==> config.mk <==
export PLATFORM = sky130hd
export DESIGN_NAME = pipeline_stall_controller
export DESIGN_NICKNAME = d
export VERILOG_FILES = /design/src/rtl/pipeline_stall_controller.sv
export SDC_FILE = /design/constraint.sdc
export NUM_CORES = 1
export LEC_CHECK = 0
export ABC_AREA = 1
export CAP_MARGIN = 25
export CORE_ASPECT_RATIO = 0.7
export CORE_UTILIZATION = 48
export CTS_CLUSTER_SIZE = 40
export DETAILED_ROUTE_END_ITERATION = 8
export GPL_ROUTABILITY_DRIVEN = 0
export GPL_TIMING_DRIVEN = 0
export PLACE_DENSITY_LB_ADDON = 0.1
export REMOVE_ABC_BUFFERS = 1
export SYNTH_ARGS = -nofsm -noshare
export SYNTH_HDL_FRONTEND = slang
export SYNTH_SLANG_ARGS = --single-unit
==> constraint.sdc <==
create_clock -name clk -period 1.5 [get_ports clk]
set_clock_uncertainty 0.1 [all_clocks]
set_input_delay 0.225 -clock clk [delete_from_list [all_inputs] [get_ports clk]]
set_output_delay 0.225 -clock clk [all_outputs]
set_load 0.005 [all_outputs]
==> src/rtl/pipeline_stall_controller.sv <==
// Central stall/flush sequencer for the 5-stage pipeline: merges ID hazards, EXE
// branches and the MEM-stage SRAM handshake into per-register freeze/flush controls.
module pipeline_stall_controller #(
  parameter int MAX_WAIT = 64,
  parameter int CNT_W    = 16
) (
  input  logic             clk,
  input  logic             rst,
  input  logic             hazard_detected,
  input  logic             branch_taken,
  input  logic             mem_req,
  input  logic             sram_ready,
  input  logic             perf_clr,
  output logic             freeze_pc,
  output logic             freeze_if_id,
  output logic             flush_if_id,
  output logic             flush_id_exe,
  output logic             freeze_back,
  output logic             mem_timeout,
  output logic [CNT_W-1:0] stall_cnt,
  output logic [CNT_W-1:0] flush_cnt,
  output logic [CNT_W-1:0] wait_cnt,
  output logic [1:0]       state_dbg
);

  // Handshake: the MEM stage holds mem_req until sram_ready is seen high; a cycle
  // with mem_req & sram_ready completes the access with no freeze at all.

  localparam int TMR_W = $clog2(MAX_WAIT + 1);
  localparam logic [TMR_W-1:0] TMR_MAX = TMR_W'(MAX_WAIT);
  localparam logic [TMR_W-1:0] TMR_ONE = TMR_W'(1);
  localparam logic [CNT_W-1:0] CNT_MAX = '1;
  localparam logic [CNT_W-1:0] CNT_ONE = CNT_W'(1);

  typedef enum logic [1:0] {
    S_RUN      = 2'd0,
    S_MEM_WAIT = 2'd1,
    S_ERROR    = 2'd2
  } state_t;

  state_t           state, state_nxt;
  logic [TMR_W-1:0] timer, timer_nxt;
  logic             mem_freeze;
  logic             hazard_stall;
  logic             branch_flush;

  // State register
  always_ff @(posedge clk) begin
    if (rst) begin
      state       <= S_RUN;
      timer       <= '0;
      mem_timeout <= 1'b0;
    end else begin
      state       <= state_nxt;
      timer       <= timer_nxt;
      mem_timeout <= (state_nxt == S_ERROR);
    end
  end

  // Next-state logic; timer counts wait cycles, starting at 1 on entry.
  always_comb begin
    state_nxt = state;
    timer_nxt = timer;
    case (state)
      S_RUN: begin
        if (mem_req && !sram_ready) begin
          state_nxt = S_MEM_WAIT;
          timer_nxt = TMR_ONE;
        end
      end
      S_MEM_WAIT: begin
        if (sram_ready) begin
          state_nxt = S_RUN;
          timer_nxt = '0;
        end else if (timer == TMR_MAX) begin
          state_nxt = S_ERROR;
        end else begin
          timer_nxt = timer + TMR_ONE;
        end
      end
      S_ERROR: begin
        state_nxt = S_ERROR;
      end
      default: begin
        state_nxt = S_RUN;
        timer_nxt = '0;
      end
    endcase
  end

  // Output logic: memory freeze beats branch flush beats hazard stall.
  always_comb begin
    mem_freeze   = 1'b0;
    hazard_stall = 1'b0;
    branch_flush = 1'b0;
    freeze_pc    = 1'b0;
    freeze_if_id = 1'b0;
    flush_if_id  = 1'b0;
    flush_id_exe = 1'b0;
    freeze_back  = 1'b0;
    if (!rst) begin
      case (state)
        S_RUN:      mem_freeze = mem_req && !sram_ready;
        S_MEM_WAIT: mem_freeze = !sram_ready;
        S_ERROR:    mem_freeze = 1'b1;
        default:    mem_freeze = 1'b0;
      endcase
      if (mem_freeze) begin
        freeze_pc    = 1'b1;
        freeze_if_id = 1'b1;
        freeze_back  = 1'b1;
      end else if (branch_taken) begin
        branch_flush = 1'b1;
        flush_if_id  = 1'b1;
        flush_id_exe = 1'b1;
      end else if (hazard_detected) begin
        hazard_stall = 1'b1;
        freeze_pc    = 1'b1;
        freeze_if_id = 1'b1;
        flush_id_exe = 1'b1;
      end
    end
  end

  assign state_dbg = state;

  // Saturating performance counters; perf_clr wins over an increment.
  always_ff @(posedge clk) begin
    if (rst || perf_clr) begin
      stall_cnt <= '0;
    end else if (hazard_stall && (stall_cnt != CNT_MAX)) begin
      stall_cnt <= stall_cnt + CNT_ONE;
    end
  end

  always_ff @(posedge clk) begin
    if (rst || perf_clr) begin
      flush_cnt <= '0;
    end else if (branch_flush && (flush_cnt != CNT_MAX)) begin
      flush_cnt <= flush_cnt + CNT_ONE;
    end
  end

  always_ff @(posedge clk) begin
    if (rst || perf_clr) begin
      wait_cnt <= '0;
    end else if (mem_freeze && (wait_cnt != CNT_MAX)) begin
      wait_cnt <= wait_cnt + CNT_ONE;
    end
  end

endmodule

==> metrics.csv <==
metric;value;unit
status;finished, violations left;
violations;setup timing;
power;3.34;mW
path_class;reg2reg;
rrSetupSlack;-0.21;ns
layout.nets;709;
wl_per_cell;14.8;µm
initial_core_util;0.509;
synthArstFlopShare;0;
yosysWarnings;0;
fp.coreArea;0.00694;mm²
hold_violations;0;
instances_no_fill;795;
seqPwrFrac;0.447;
p_comb_frac;0.120;
die_w;105;µm
area_growth;57.2;%
remaining_drc_errors;0;
clkPwrFrac;0.433;
clockRootBuffer;clkbuf_8;
worst_path_most_repeated_cell;buf_4;
cts_buffer_depth;2;
crit_start;wait_cnt[0];
slew_headroom;0.693;
diodes;0;
routed_via_density;5.43;
static-leakage-power;2.44;nW
gr-total-overflow;0;
place_inst;710;
setup_viol;54;
path_clk_slew;0.07;ns
cp.arrival;1.87;ns
grt_max_degree;20;
ir_worst_vdd;0.000396;V
die_h;73.8;µm
endpoint;wait_cnt[4];
switching_share;0.268;
clk_latency;0.34;ns
worst_pin_slew;0.455;ns
synthesis.instances;565;
cts_tree;yes;
finalCriticalPeriod;1.71;ns
fmax;0.585;GHz
synth-edff-count;0;
postSynthAreaPerCell;6.26;µm²
ys_seq_elements;58;
dp_hpwl;6.17;mm
start_kind;flop;
finalCritPeriodShare;1.14;
worst_setup_path_end_kind;flop;
max_stage_delay;0.36;ns
grt_pass1_wl;18.0;mm
r2r-end;wait_cnt[4];
intPower;2.44;mW
place_ws;-1.90;ns
hp-class;in2reg;
required;1.66;ns
cp_max_fo;4;
grt_pass1_vias;3919;
power.density;601;mW/mm²
htreeDepth;3;
ioPinCount;63;
synth_area;0.00353;mm²
r2r_cells;10;
grtUsageTotal;0.297;
dr.pass1.iters;6;
vias;4314;
utilization;0.800;
yosysSeqAreaShare;0.328;
dr.first_iter.drc_count;239;
synth-main-ff-cell;dfxtp_1;
portBuffers;62;
drive_gt1_frac;0.359;
dieArea;0.00772;mm²
std_cell_rows;25;
maxSlewViolCount;0;
p_switching;0.895;mW
postRouteAntennaNets;0;
numClockSinks;58;
maxCapViolCount;0;
r2r_start;wait_cnt[0];
wirelength;11.8;mm
rsz0062_at_grt;true;
cts_inserted_buffers;9;
crit_slowest_cell;dfxtp_4;
antenna_found_initial;0;
setup_slack;-0.210;ns
crit_chain;ha_4 > nand2_2 > nor2_4 > buf_4 > buf_4 > buf_4 > buf_4 > xor2_1 > nand2_1 > a21oi_2;
synth.distinct_cells;30;
[final cells by class]
cell class / count / area, µm²
clock inverters: 3 / 40.0
repair buffers: 128 / 1140
well taps: 94 / 118
repair inverters: 2 / 16.3
clock buffers: 12 / 145
fillers: 474 / 1390
inverters: 59 / 258
multi-input cells: 439 / 2500
flip-flops and latches: 58 / 1340
[sequential cells by signal, indices dropped and copies added (netlist names)]
signal	count
stall_cnt	16
mem_timeout	1
timer	7
state_dbg	2
flush_cnt	16
wait_cnt	16
[synthesized netlist by cell type (6+ instances only)]
| cell type | number | area [µm²] |
|---|---|---|
| o21ai_0 | 20 | 100 |
| nor3_1 | 6 | 30.0 |
| nand3_1 | 26 | 130 |
| xor2_1 | 9 | 78.8 |
| inv_1 | 52 | 195 |
| xnor2_1 | 8 | 70.1 |
| nand2_1 | 199 | 747 |
| nor2_1 | 81 | 304 |
| a21oi_1 | 41 | 205 |
| nand4_1 | 17 | 106 |
| a21oi_2 | 7 | 61.3 |
| dfxtp_1 | 58 | 1160 |
[power by group through the flow]
stage / Combinational (mW) / Clock, mW / Sequential [mW]
detailed placement: 0.228 / 0 / 1.60
global placement: 0.212 / 0 / 1.60
CTS: 0.346 / 1.44 / 1.49
floorplan: 0.122 / 0 / 1.60
finish: 0.401 / 1.45 / 1.49
global route: 0.424 / 1.52 / 1.49
[worst min path at each step]
stage / from / endpoint / slack [ns] / cells after the start
floorplan: rst / mem_timeout / 0.19 / 1
global placement: timer[4] / timer[4] / 0.37 / 2
detailed placement: timer[5] / timer[5] / 0.37 / 2
CTS: rst / state_dbg[1] / 0.23 / 2
global route: rst / timer[5] / 0.29 / 2
finish: rst / timer[5] / 0.27 / 2
[through the flow]
stage          cell area (µm²)  setup TNS (ns)  hold WS (ns)
6_report                  5560           -6.13         0.273
3_5_place_dp              4220          -78.82         0.371
2_1_floorplan             3450          -13.93         0.194
4_1_cts                   5320           -5.03         0.233
3_3_place_gp              4190          -88.61         0.369
5_1_grt                   5560          -10.21         0.287
[worst max-delay path: cells and delay by family, from the launching register on]
kind	cells	cell delay (ns)
AO/OA/AOI/OAI	1	0.14
XOR/XNOR	1	0.13
adder cells (fa/ha/maj)	1	0.17
buffers and inverters	4	0.52
flip-flops	1	0.36
AND/OR/NAND/NOR	3	0.24
[what timing repair did]
item / in CTS / in global routing
hold buffers: 0 / 0
gates cloned: 5 / 0
setup endpoints to repair: 109 / 62
gates resized for setup: 252 / 61
pin swaps: 34 / 25
buffers inserted: 57 / 8
[layer usage]
metal / vias to the layer above / share of wire / global-route usage
li1: 2065 / - / -
met1: 2047 / 0.43 / 0.356
met2: 178 / 0.49 / 0.530
met3: 24 / 0.064 / 0.0754
met4: 0 / 0.020 / 0.0889
met5: - / 0 / 0
[cell usage in the layout (no fill, tap or decap), drive strengths merged]
| cell | n |
|---|---|
| nor3 | 6 |
| inv | 56 |
| clkinv | 5 |
| bufinv | 1 |
| buf | 71 |
| xor2 | 9 |
| o21ai | 21 |
| ha | 5 |
| a211oi | 1 |
| nand4 | 17 |
| nand2 | 204 |
| xnor2 | 8 |
| nand3 | 28 |
| dfxtp | 58 |
| clkdlybuf4s50 | 4 |
| a21oi | 48 |
| clkinvlp | 2 |
| nor2 | 91 |
| dlymetal6s2s | 2 |
| dlygate4sd2 | 50 |
| or2 | 1 |
| clkdlybuf4s18 | 1 |
| clkbuf | 12 |
[cell families (layout without fill, tap and decap cells)]
| group | Yosys count | in the layout | synth area share |
|---|---|---|---|
| AOI/OAI and AO/OA | 70 | 70 | 0.107 |
| xor gates and xnor gates | 17 | 17 | 0.0421 |
| adders and majority gates | 5 | 5 | 0.0177 |
| buffers and inverters | 71 | 204 | 0.0860 |
| DFF | 58 | 58 | 0.328 |
| and+or+nand+nor | 344 | 347 | 0.418 |
No activity file was read; power rests on OpenSTA's default activity.
